**src/rtl/fc_dai_cmd_sequencer.sv**
```systemverilog
// ============================================================================
// Module   : fc_dai_cmd_sequencer
// Brief    : Requester-side DAI CSR sequencer for fuse read/write/zeroize.
//            Optional write readback verify: FC_DAI_SEQ_READBACK_EN.
// Revision : 1.0
// ============================================================================
`default_nettype none

module fc_dai_cmd_sequencer #(
    parameter int ADDR_W         = 12,
    parameter int TIMEOUT_CYCLES = 1024
) (
    input  logic              clk_i,
    input  logic              rst_i,
    input  logic              req_valid_i,
    output logic              req_ready_o,
    input  logic [1:0]        req_op_i,
    input  logic [ADDR_W-1:0] req_addr_i,
    input  logic [63:0]       req_wdata_i,
    output logic              rsp_valid_o,
    input  logic              rsp_ready_i,
    output logic [2:0]        rsp_err_o,
    output logic [63:0]       rsp_rdata_o,
    output logic              rsp_timeout_o,
    output logic              reg_we_o,
    output logic              reg_re_o,
    output logic [2:0]        reg_sel_o,
    output logic [31:0]       reg_wdata_o,
    input  logic [31:0]       reg_rdata_i,
    input  logic              dai_idle_i,
    input  logic [2:0]        dai_err_i,
    input  logic              escalate_i
);

    localparam int         c_cnt_w     = $clog2(TIMEOUT_CYCLES);
    localparam logic [3:0] c_st_idle   = 4'd0;
    localparam logic [3:0] c_st_wr_adr = 4'd1;
    localparam logic [3:0] c_st_wr_d0  = 4'd2;
    localparam logic [3:0] c_st_wr_d1  = 4'd3;
    localparam logic [3:0] c_st_wr_cmd = 4'd4;
    localparam logic [3:0] c_st_wait   = 4'd5;
    localparam logic [3:0] c_st_rd_d0  = 4'd6;
    localparam logic [3:0] c_st_rd_d1  = 4'd7;
    localparam logic [3:0] c_st_resp   = 4'd8;
    localparam logic [3:0] c_st_locked = 4'd9;
    localparam logic [1:0] c_op_rd     = 2'd0;
    localparam logic [1:0] c_op_wr     = 2'd1;
    localparam logic [1:0] c_op_rsv    = 2'd3;

    logic [3:0]         r_state;
    logic [1:0]         r_op;
    logic [63:0]        r_wdata;
    logic [c_cnt_w-1:0] r_cnt;
    logic               r_req_ready;
    logic               r_rsp_valid;
    logic [2:0]         r_rsp_err;
    logic [63:0]        r_rsp_rdata;
    logic               r_rsp_timeout;
    logic               r_reg_we;
    logic               r_reg_re;
    logic [2:0]         r_reg_sel;
    logic [31:0]        r_reg_wdata;
    logic               w_rb;
    logic               w_accept;
    logic               w_inflight;
    logic               w_respond;
    logic [31:0]        w_cmd;

`ifdef FC_DAI_SEQ_READBACK_EN
    localparam logic    c_rb_en = 1'b1;
    logic               r_rb;
    logic [ADDR_W-1:0]  r_addr;
    assign w_rb = r_rb;
`else
    localparam logic    c_rb_en = 1'b0;
    assign w_rb = 1'b0;
`endif

    assign w_accept   = req_valid_i & r_req_ready;
    assign w_inflight = (r_state == c_st_resp) ? ~rsp_ready_i
                                               : ((r_state != c_st_idle) | w_accept);
    // A clean write finishes at WAIT unless a readback pass still has to run
    assign w_respond  = (dai_err_i != 3'd0) | ((r_op == c_op_wr) & ~w_rb & ~c_rb_en);
    assign w_cmd      = (w_rb || r_op == c_op_rd) ? 32'h1 :
                        (r_op == c_op_wr)          ? 32'h2 : 32'h8;

    always_ff @(posedge clk_i or posedge rst_i) begin
        if (rst_i) begin
            r_state       <= c_st_idle;
            r_op          <= 2'd0;
            r_wdata       <= 64'd0;
            r_cnt         <= '0;
            r_req_ready   <= 1'b0;
            r_rsp_valid   <= 1'b0;
            r_rsp_err     <= 3'd0;
            r_rsp_rdata   <= 64'd0;
            r_rsp_timeout <= 1'b0;
            r_reg_we      <= 1'b0;
            r_reg_re      <= 1'b0;
            r_reg_sel     <= 3'd0;
            r_reg_wdata   <= 32'd0;
`ifdef FC_DAI_SEQ_READBACK_EN
            r_rb          <= 1'b0;
            r_addr        <= '0;
`endif
        end else begin
            r_reg_we    <= 1'b0;
            r_reg_re    <= 1'b0;
            r_reg_sel   <= 3'd0;
            r_reg_wdata <= 32'd0;
            if (escalate_i && r_state != c_st_locked) begin
                r_state <= c_st_locked;
                if (w_inflight) begin
                    r_rsp_valid   <= 1'b1;
                    r_rsp_err     <= 3'd7;
                    r_rsp_rdata   <= 64'd0;
                    r_rsp_timeout <= 1'b0;
                    r_req_ready   <= 1'b0;
                end else begin
                    r_rsp_valid <= 1'b0;
                    r_req_ready <= 1'b1;
                end
            end else begin
                case (r_state)
                    c_st_idle: begin
                        if (w_accept) begin
                            r_op          <= req_op_i;
                            r_wdata       <= req_wdata_i;
                            r_cnt         <= '0;
                            r_req_ready   <= 1'b0;
                            r_rsp_err     <= 3'd0;
                            r_rsp_rdata   <= 64'd0;
                            r_rsp_timeout <= 1'b0;
`ifdef FC_DAI_SEQ_READBACK_EN
                            r_rb          <= 1'b0;
                            r_addr        <= req_addr_i;
`endif
                            if (req_op_i == c_op_rsv) begin
                                r_state     <= c_st_resp;
                                r_rsp_valid <= 1'b1;
                                r_rsp_err   <= 3'd5;
                            end else begin
                                r_state     <= c_st_wr_adr;
                                r_reg_we    <= 1'b1;
                                r_reg_sel   <= 3'd0;
                                r_reg_wdata <= 32'(req_addr_i);
                            end
                        end else begin
                            r_req_ready <= 1'b1;
                        end
                    end
                    c_st_wr_adr: begin
                        r_reg_we <= 1'b1;
                        if (r_op == c_op_wr && !w_rb) begin
                            r_state     <= c_st_wr_d0;
                            r_reg_sel   <= 3'd1;
                            r_reg_wdata <= r_wdata[31:0];
                        end else begin
                            r_state     <= c_st_wr_cmd;
                            r_reg_sel   <= 3'd3;
                            r_reg_wdata <= w_cmd;
                        end
                    end
                    c_st_wr_d0: begin
                        r_state     <= c_st_wr_d1;
                        r_reg_we    <= 1'b1;
                        r_reg_sel   <= 3'd2;
                        r_reg_wdata <= r_wdata[63:32];
                    end
                    c_st_wr_d1: begin
                        r_state     <= c_st_wr_cmd;
                        r_reg_we    <= 1'b1;
                        r_reg_sel   <= 3'd3;
                        r_reg_wdata <= w_cmd;
                    end
                    c_st_wr_cmd: begin
                        r_state <= c_st_wait;
                        r_cnt   <= '0;
                    end
                    c_st_wait: begin
                        // First WAIT cycle is blanking: DAI idle may still be stale
                        if (r_cnt != '0 && dai_idle_i) begin
                            if (w_respond) begin
                                r_state     <= c_st_resp;
                                r_rsp_valid <= 1'b1;
                                r_rsp_err   <= dai_err_i;
                            end else if (r_op == c_op_wr && !w_rb) begin
`ifdef FC_DAI_SEQ_READBACK_EN
                                r_rb        <= 1'b1;
                                r_reg_wdata <= 32'(r_addr);
`endif
                                r_state     <= c_st_wr_adr;
                                r_reg_we    <= 1'b1;
                                r_reg_sel   <= 3'd0;
                            end else begin
                                r_state   <= c_st_rd_d0;
                                r_reg_re  <= 1'b1;
                                r_reg_sel <= 3'd4;
                            end
                        end else if (r_cnt == c_cnt_w'(TIMEOUT_CYCLES - 1)) begin
                            r_state       <= c_st_resp;
                            r_rsp_valid   <= 1'b1;
                            r_rsp_err     <= 3'd7;
                            r_rsp_timeout <= 1'b1;
                        end else begin
                            r_cnt <= r_cnt + 1'b1;
                        end
                    end
                    c_st_rd_d0: begin
                        r_rsp_rdata[31:0] <= reg_rdata_i;
                        r_state           <= c_st_rd_d1;
                        r_reg_re          <= 1'b1;
                        r_reg_sel         <= 3'd5;
                    end
                    c_st_rd_d1: begin
                        r_state     <= c_st_resp;
                        r_rsp_valid <= 1'b1;
                        if (w_rb) begin
                            r_rsp_err   <= ({reg_rdata_i, r_rsp_rdata[31:0]} != r_wdata) ? 3'd6 : 3'd0;
                            r_rsp_rdata <= 64'd0;
                        end else begin
                            r_rsp_rdata[63:32] <= reg_rdata_i;
                        end
                    end
                    c_st_resp: begin
                        if (rsp_ready_i) begin
                            r_rsp_valid <= 1'b0;
                            r_req_ready <= 1'b1;
                            r_state     <= c_st_idle;
                        end
                    end
                    c_st_locked: begin
                        if (r_rsp_valid) begin
                            if (rsp_ready_i) begin
                                r_rsp_valid <= 1'b0;
                                r_req_ready <= 1'b1;
                            end
                        end else if (w_accept) begin
                            r_rsp_valid   <= 1'b1;
                            r_rsp_err     <= 3'd7;
                            r_rsp_rdata   <= 64'd0;
                            r_rsp_timeout <= 1'b0;
                            r_req_ready   <= 1'b0;
                        end else begin
                            r_req_ready <= 1'b1;
                        end
                    end
                    default: r_state <= c_st_idle;
                endcase
            end
        end
    end

    assign req_ready_o   = r_req_ready;
    assign rsp_valid_o   = r_rsp_valid;
    assign rsp_err_o     = r_rsp_err;
    assign rsp_rdata_o   = r_rsp_rdata;
    assign rsp_timeout_o = r_rsp_timeout;
    assign reg_we_o      = r_reg_we;
    assign reg_re_o      = r_reg_re;
    assign reg_sel_o     = r_reg_sel;
    assign reg_wdata_o   = r_reg_wdata;

endmodule

`default_nettype wire

```
**config.mk**
```make
export PLATFORM = sky130hd
export DESIGN_NAME = fc_dai_cmd_sequencer
export DESIGN_NICKNAME = d
export VERILOG_FILES = /design/src/rtl/fc_dai_cmd_sequencer.sv
export SDC_FILE = /design/constraint.sdc
export NUM_CORES = 1
export LEC_CHECK = 0
export ABC_AREA = 1
export CAP_MARGIN = 20
export CORE_MARGIN = 8
export CORE_UTILIZATION = 44
export DETAILED_ROUTE_END_ITERATION = 10
export HOLD_SLACK_MARGIN = 0.02
export PLACE_DENSITY = 0.77
export SETUP_SLACK_MARGIN = 0.2
export SLEW_MARGIN = 20
export SYNTH_ARGS = -nofsm -noshare
export SYNTH_HDL_FRONTEND = slang
export SYNTH_SLANG_ARGS = --single-unit
```
**constraint.sdc**
```tcl
create_clock -name clk_i -period 7.1 [get_ports clk_i]
set_input_delay 2.13 -clock clk_i [delete_from_list [all_inputs] [get_ports clk_i]]
set_output_delay 2.13 -clock clk_i [all_outputs]
set_load 0.01 [all_outputs]
```
[After elaboration in Yosys (flattened, before gate mapping)]
Cells that the tools add are included.
Storage, ports and cells
  word-level logic and storage cells: 149
  flip-flop bits (word level): 187
  bits of input ports: 119
Cells by class
  reductions and logical operators: 22
  mux-type cells: 80
  add/subtract/negate cells: 1
  bitwise gates (word level): 5
  equal/unequal tests: 27
Operator list (number)
  two-way mux 64 bit: 4
  case mux 32 bit (3 select lines): 2
  case mux 32 bit (4 select lines): 1
  two-way mux 32 bit: 2
  two-way mux 3 bit: 15
  case mux 4 bit (10 select lines): 1
  two-way mux 4 bit: 9
  two-way mux 1 bit: 32
  two-way mux 10 bit: 3
  case mux 10 bit (3 select lines): 1
  two-way mux 12 bit: 2
  nonzero test 4 bit: 5
  != test 3 bit (second input constant): 6
  equality test 4 x 3 -> 1 bit (second input constant): 4
  case mux 3 bit (5 select lines): 1
  != test 4 bit (second input constant): 3
  adder 10 x 1 -> 10 bit (second input constant): 1
  equality test 10 bit (second input constant): 1
  != test 2 bit (second input constant): 5
  AND reduction 5 bit: 2
  nonzero test 10 bit: 1
  case mux 1 bit (3 select lines): 3
  case mux 3 bit (3 select lines): 1
  AND reduction 3 bit: 3
  21 further kinds: 27

[Depth between registers and ports, before layout]
  depth after elaboration: 6
  depth in mapped cells: 12

[Worst setup path after synthesis]
No wires, ideal clock.
  path kind: input-to-reg
  start point: in req_valid_i
  end point: reg r_wdata[10]
  required time: 6.973 ns
  buffers on the path: 2
  cell stages on the path: 6
  data arrival time: 3.021 ns
  setup slack: 3.951 ns
  cell sequence: nand2_1 -> nor2_1 -> nand2_1 -> buf_6 -> buf_6 -> mux2_1
On the way
  cells in the longest elaborated chain, start to end: 2
Ends and longest elaborated chain
  start: declaration: RTL line 15  | input logic req_valid_i,
  bitwise AND 1 bit: RTL line 79  | assign w_accept = req_valid_i & r_req_ready;
  AND reduction 3 bit (no line)
  end signal: assignment: RTL line 128  | r_wdata <= req_wdata_i;
  end: declaration: RTL line 52  | logic [63:0] r_wdata;
Every way passes these cells.
A chain may end at the register's enable or synchronous reset.

[Worst setup path in the final report]
  start point: in escalate_i
  end point: reg r_rsp_rdata[6], in the netlist rsp_rdata_o[6]
On the way
  cells in the longest elaborated chain, start to end: 3
  elaborated cells on any way between the ends: 6
Ends and longest elaborated chain
  start: declaration: RTL line 32  | input logic escalate_i
  logical AND 1 bit *: RTL line 111  | if (escalate_i && r_state != c_st_locked) begin
  != test 3 bit (no line) (tied with other cells)
  AND reduction 3 bit (no line)
  end signal: assignment: RTL line 210  | r_rsp_rdata[31:0] <= reg_rdata_i;
  end: declaration: RTL line 57  | logic [63:0] r_rsp_rdata;
Every way passes the cells marked *; elsewhere a longest branch is shown, timed or not.

==> summary.md <==
| Metric | Value |
|---|---|
| Status | complete, no violations |
| Vias in the first global route | 7,039 |
| Clock Tree Root | clkbuf_16 |
| Post-cts hold buffer count | 0 |
| Filler cells | around 1,600 |
| Multi-input logic area | 3160 sq um |
| Setup crit end kind | flop |
| CP arrival | about 4500 ps |
| Die area | 23,400 sq um |
| Pre-CTS setup slack | ~2600 ps |
| Starting DRT DRC Count | 459 |
| Post-Syn Area per Cell | roughly 9.6 sq um |
| Post_cts resized | 0 |
| Initial antenna violation count | 1 |
| # diodes | 0 |
| Post-synthesis cell count | between 800 and 900 |
| Final hold viol count | 0 |
| Worst Setup Path Type | in -> reg |
| Number of synthesized register bits | 187 |
| Reg area | between 4000 and 5000 sq um |
| Syn. warnings | 0 |
| Number of max-cap violations | 0 |
| Vias per inst | 5.29 |
| Clock tree from TritonCTS | yes |
| Commonest non-fill, non-tap cell in the layout | clkdlybuf4s50_1 |
| CORE AREA | 18,600 sq um |
| Setup TNS | 0 ps |
| Synthesis-to-layout area growth | 36.5% |
| Clk buf depth | 2 |
| Dominant cell type by area after synthesis | dfrtp_1 |
| CTS Buf Count | 17 |
| DR vias | a little under 7,000 |
| # setup viols final | 0 |
| Tcrit/Tclk final | between 50% and 60% |
| Drt drc | 0 |
| Layout Nets | 1,188 |
| Rows | 50 |
| RD Place Congestion | between 0.8 and 0.9 |
| Maximum vdd ir drop | approximately 0.23 mV |
| Distinct cells, synth | 38 |
| Fin. max-slew vios | 0 |
| Htree depth | 4 |
| Startpoint types | input pin |
| Largest net degree at the start of global routing | 188 |
| Synth area leaders | dfrtp_1, nand2_1, nand3_1 |
| Post-synth top area share | ~57% |
| Clk_lat worst skew | ~430 ps |
| Clock skew | ~7.4 ps |
| Most frequent cells in the layout | clkdlybuf4s50_1, nand2_1, dfrtp_1, nand3_1, o21ai_0 |
| Syn Nets | roughly 1,000 |
| Post CTS Setup Buffer Count | 0 |
| Sink Count | 187 |
| ANT nets after route | 0 |
| Tmin final | about 4100 ps |
| Max_slew headroom | 27.2% |
| HPWL Detailed | 16,000 um |
| Max Clk Rate | approximately 240 MHz |
| RSZ-0062 raised after global routing | false |
| WL final | approximately 23,000 um |
| Mapped Area | roughly 8300 sq um |
| Pleak | around 5.4 nW |
| Critical Path RT | 7470 ps |
| IO Count | ~230 |
| Die height | around 150 um |
| GRT Overall Usage | around 20% |
| Final worst slack | ~3000 ps |
| Starting Density | between 40% and 50% |
| Global-route wire length before repair | 37,900 um |
| Share of cells above drive strength 1 | just under 9% |
| Routed wire per std cell | between 15 and 20 um |
| PwrDens | roughly 310 nW/um^2 |
| Die X | roughly 150 um |
| TritonRoute pass-1 iters | 5 |
| Clock-pin transition on the worst setup and hold timing paths | 80 ps |
| I/O Buffers | approximately 230 |
| Sequential area share after synthesis | between 50% and 60% |
| HP Class | reg -> reg |
| GR Overflow Total | 0 |
| Worst-Margin Slew | approximately 1100 ps |
| Crit-path max FO | 85 |
cell families after synthesis:
group / count (synthesis) / synth area share (%)
adders and majority gates: 2 / 0.303
AOI/OAI and AO/OA: 127 / 8.88
muxes: 66 / 8.99
DFF: 187 / 56.6
buffers and inverters: 98 / 5.34
and+or+nand+nor: 374 / 19.5
xor gates and xnor gates: 4 / 0.424
flip-flops by register name (all words and copies together) (netlist names):
register       count
reg_wdata_o       32
rsp_rdata_o       64
r_wdata           64
rsp_err_o          3
r_cnt             10
r_state            4
reg_sel_o          3
rsp_valid_o        1
reg_we_o           1
rsp_timeout_o      1
r_op               2
req_ready_o        1
reg_re_o           1
critical path, cell delays in order:
cell	delay, ps
clkdlybuf4s50_1	490
nand2_2	120
buf_4	670
nand2_1	260
a21oi_2	210
buf_4	320
o21ai_0	150
nand2_1	90
cells in the mapped netlist (all sizes together):
cell type,instances
o21a,1
xor2,3
buf,27
xnor2,1
nor2,67
o22ai,1
ha,2
nor3,4
nand3b,3
a31oi,3
clkbuf,20
or2,2
o21ai,82
nand3,96
inv,50
a22oi,28
o21bai,1
a21o,1
clkinv,1
nand2,197
o211ai,2
a21oi,8
nand4,5
mux2,66
dfrtp,187
per-layer routing:
| layer | global-route usage (%) | wire length [um] | up-vias |
|---|---|---|---|
| met2 | 30.0 | 10200 | 294 |
| met5 | 0 | 11 | - |
| met1 | 25.6 | 9760 | 3351 |
| li1 | - | - | 3286 |
| met4 | 5.89 | 323 | 2 |
| met3 | 9.22 | 2690 | 24 |
through the flow:
step	cell area, sq um	power (mW)	hold slack [ps]	cells	util, %
floorplan	8270	2.23	465	858	-
global placement	10700	2.58	460	1281	57.5
detailed placement	10700	2.62	475	1281	57.5
CTS	11300	3.56	494	1313	60.6
global route	11300	3.77	511	1314	60.7
finish	11300	3.54	482	1314	60.7
final timing paths:
kind	startpoint	to	slack [ps]	depth (start not counted)
max	escalate_i	rsp_rdata_o[6]	2990	8
min	rsp_timeout_o	rsp_timeout_o	480	2
max reg2reg	r_state[0]	rsp_rdata_o[6]	4250	10
min reg2reg	rsp_timeout_o	rsp_timeout_o	480	2
max in group asynchronous	rst_i	r_wdata[33]	3990	3
min in group asynchronous	rst_i	rsp_rdata_o[58]	2230	3
area by class of cell:
class,count,area share (%)
clock inverter,15,1.36
sequential,187,41.5
clock buffer,17,3.77
timing repair buffer,237,21.0
tap,234,2.59
inverter,51,1.73
multi-input combinational,573,28.0
report_power, final:
| part | switching [mW] | leakage, nW | internal [mW] |
|---|---|---|---|
| Sequential | 0.158 | 2.48 | 1.32 |
| Combinational | 0.661 | 2.66 | 0.458 |
| Clock | 0.468 | 0.287 | 0.470 |
| Total | 1.29 | 5.43 | 2.25 |
Power figures use the tool's default switching activity.
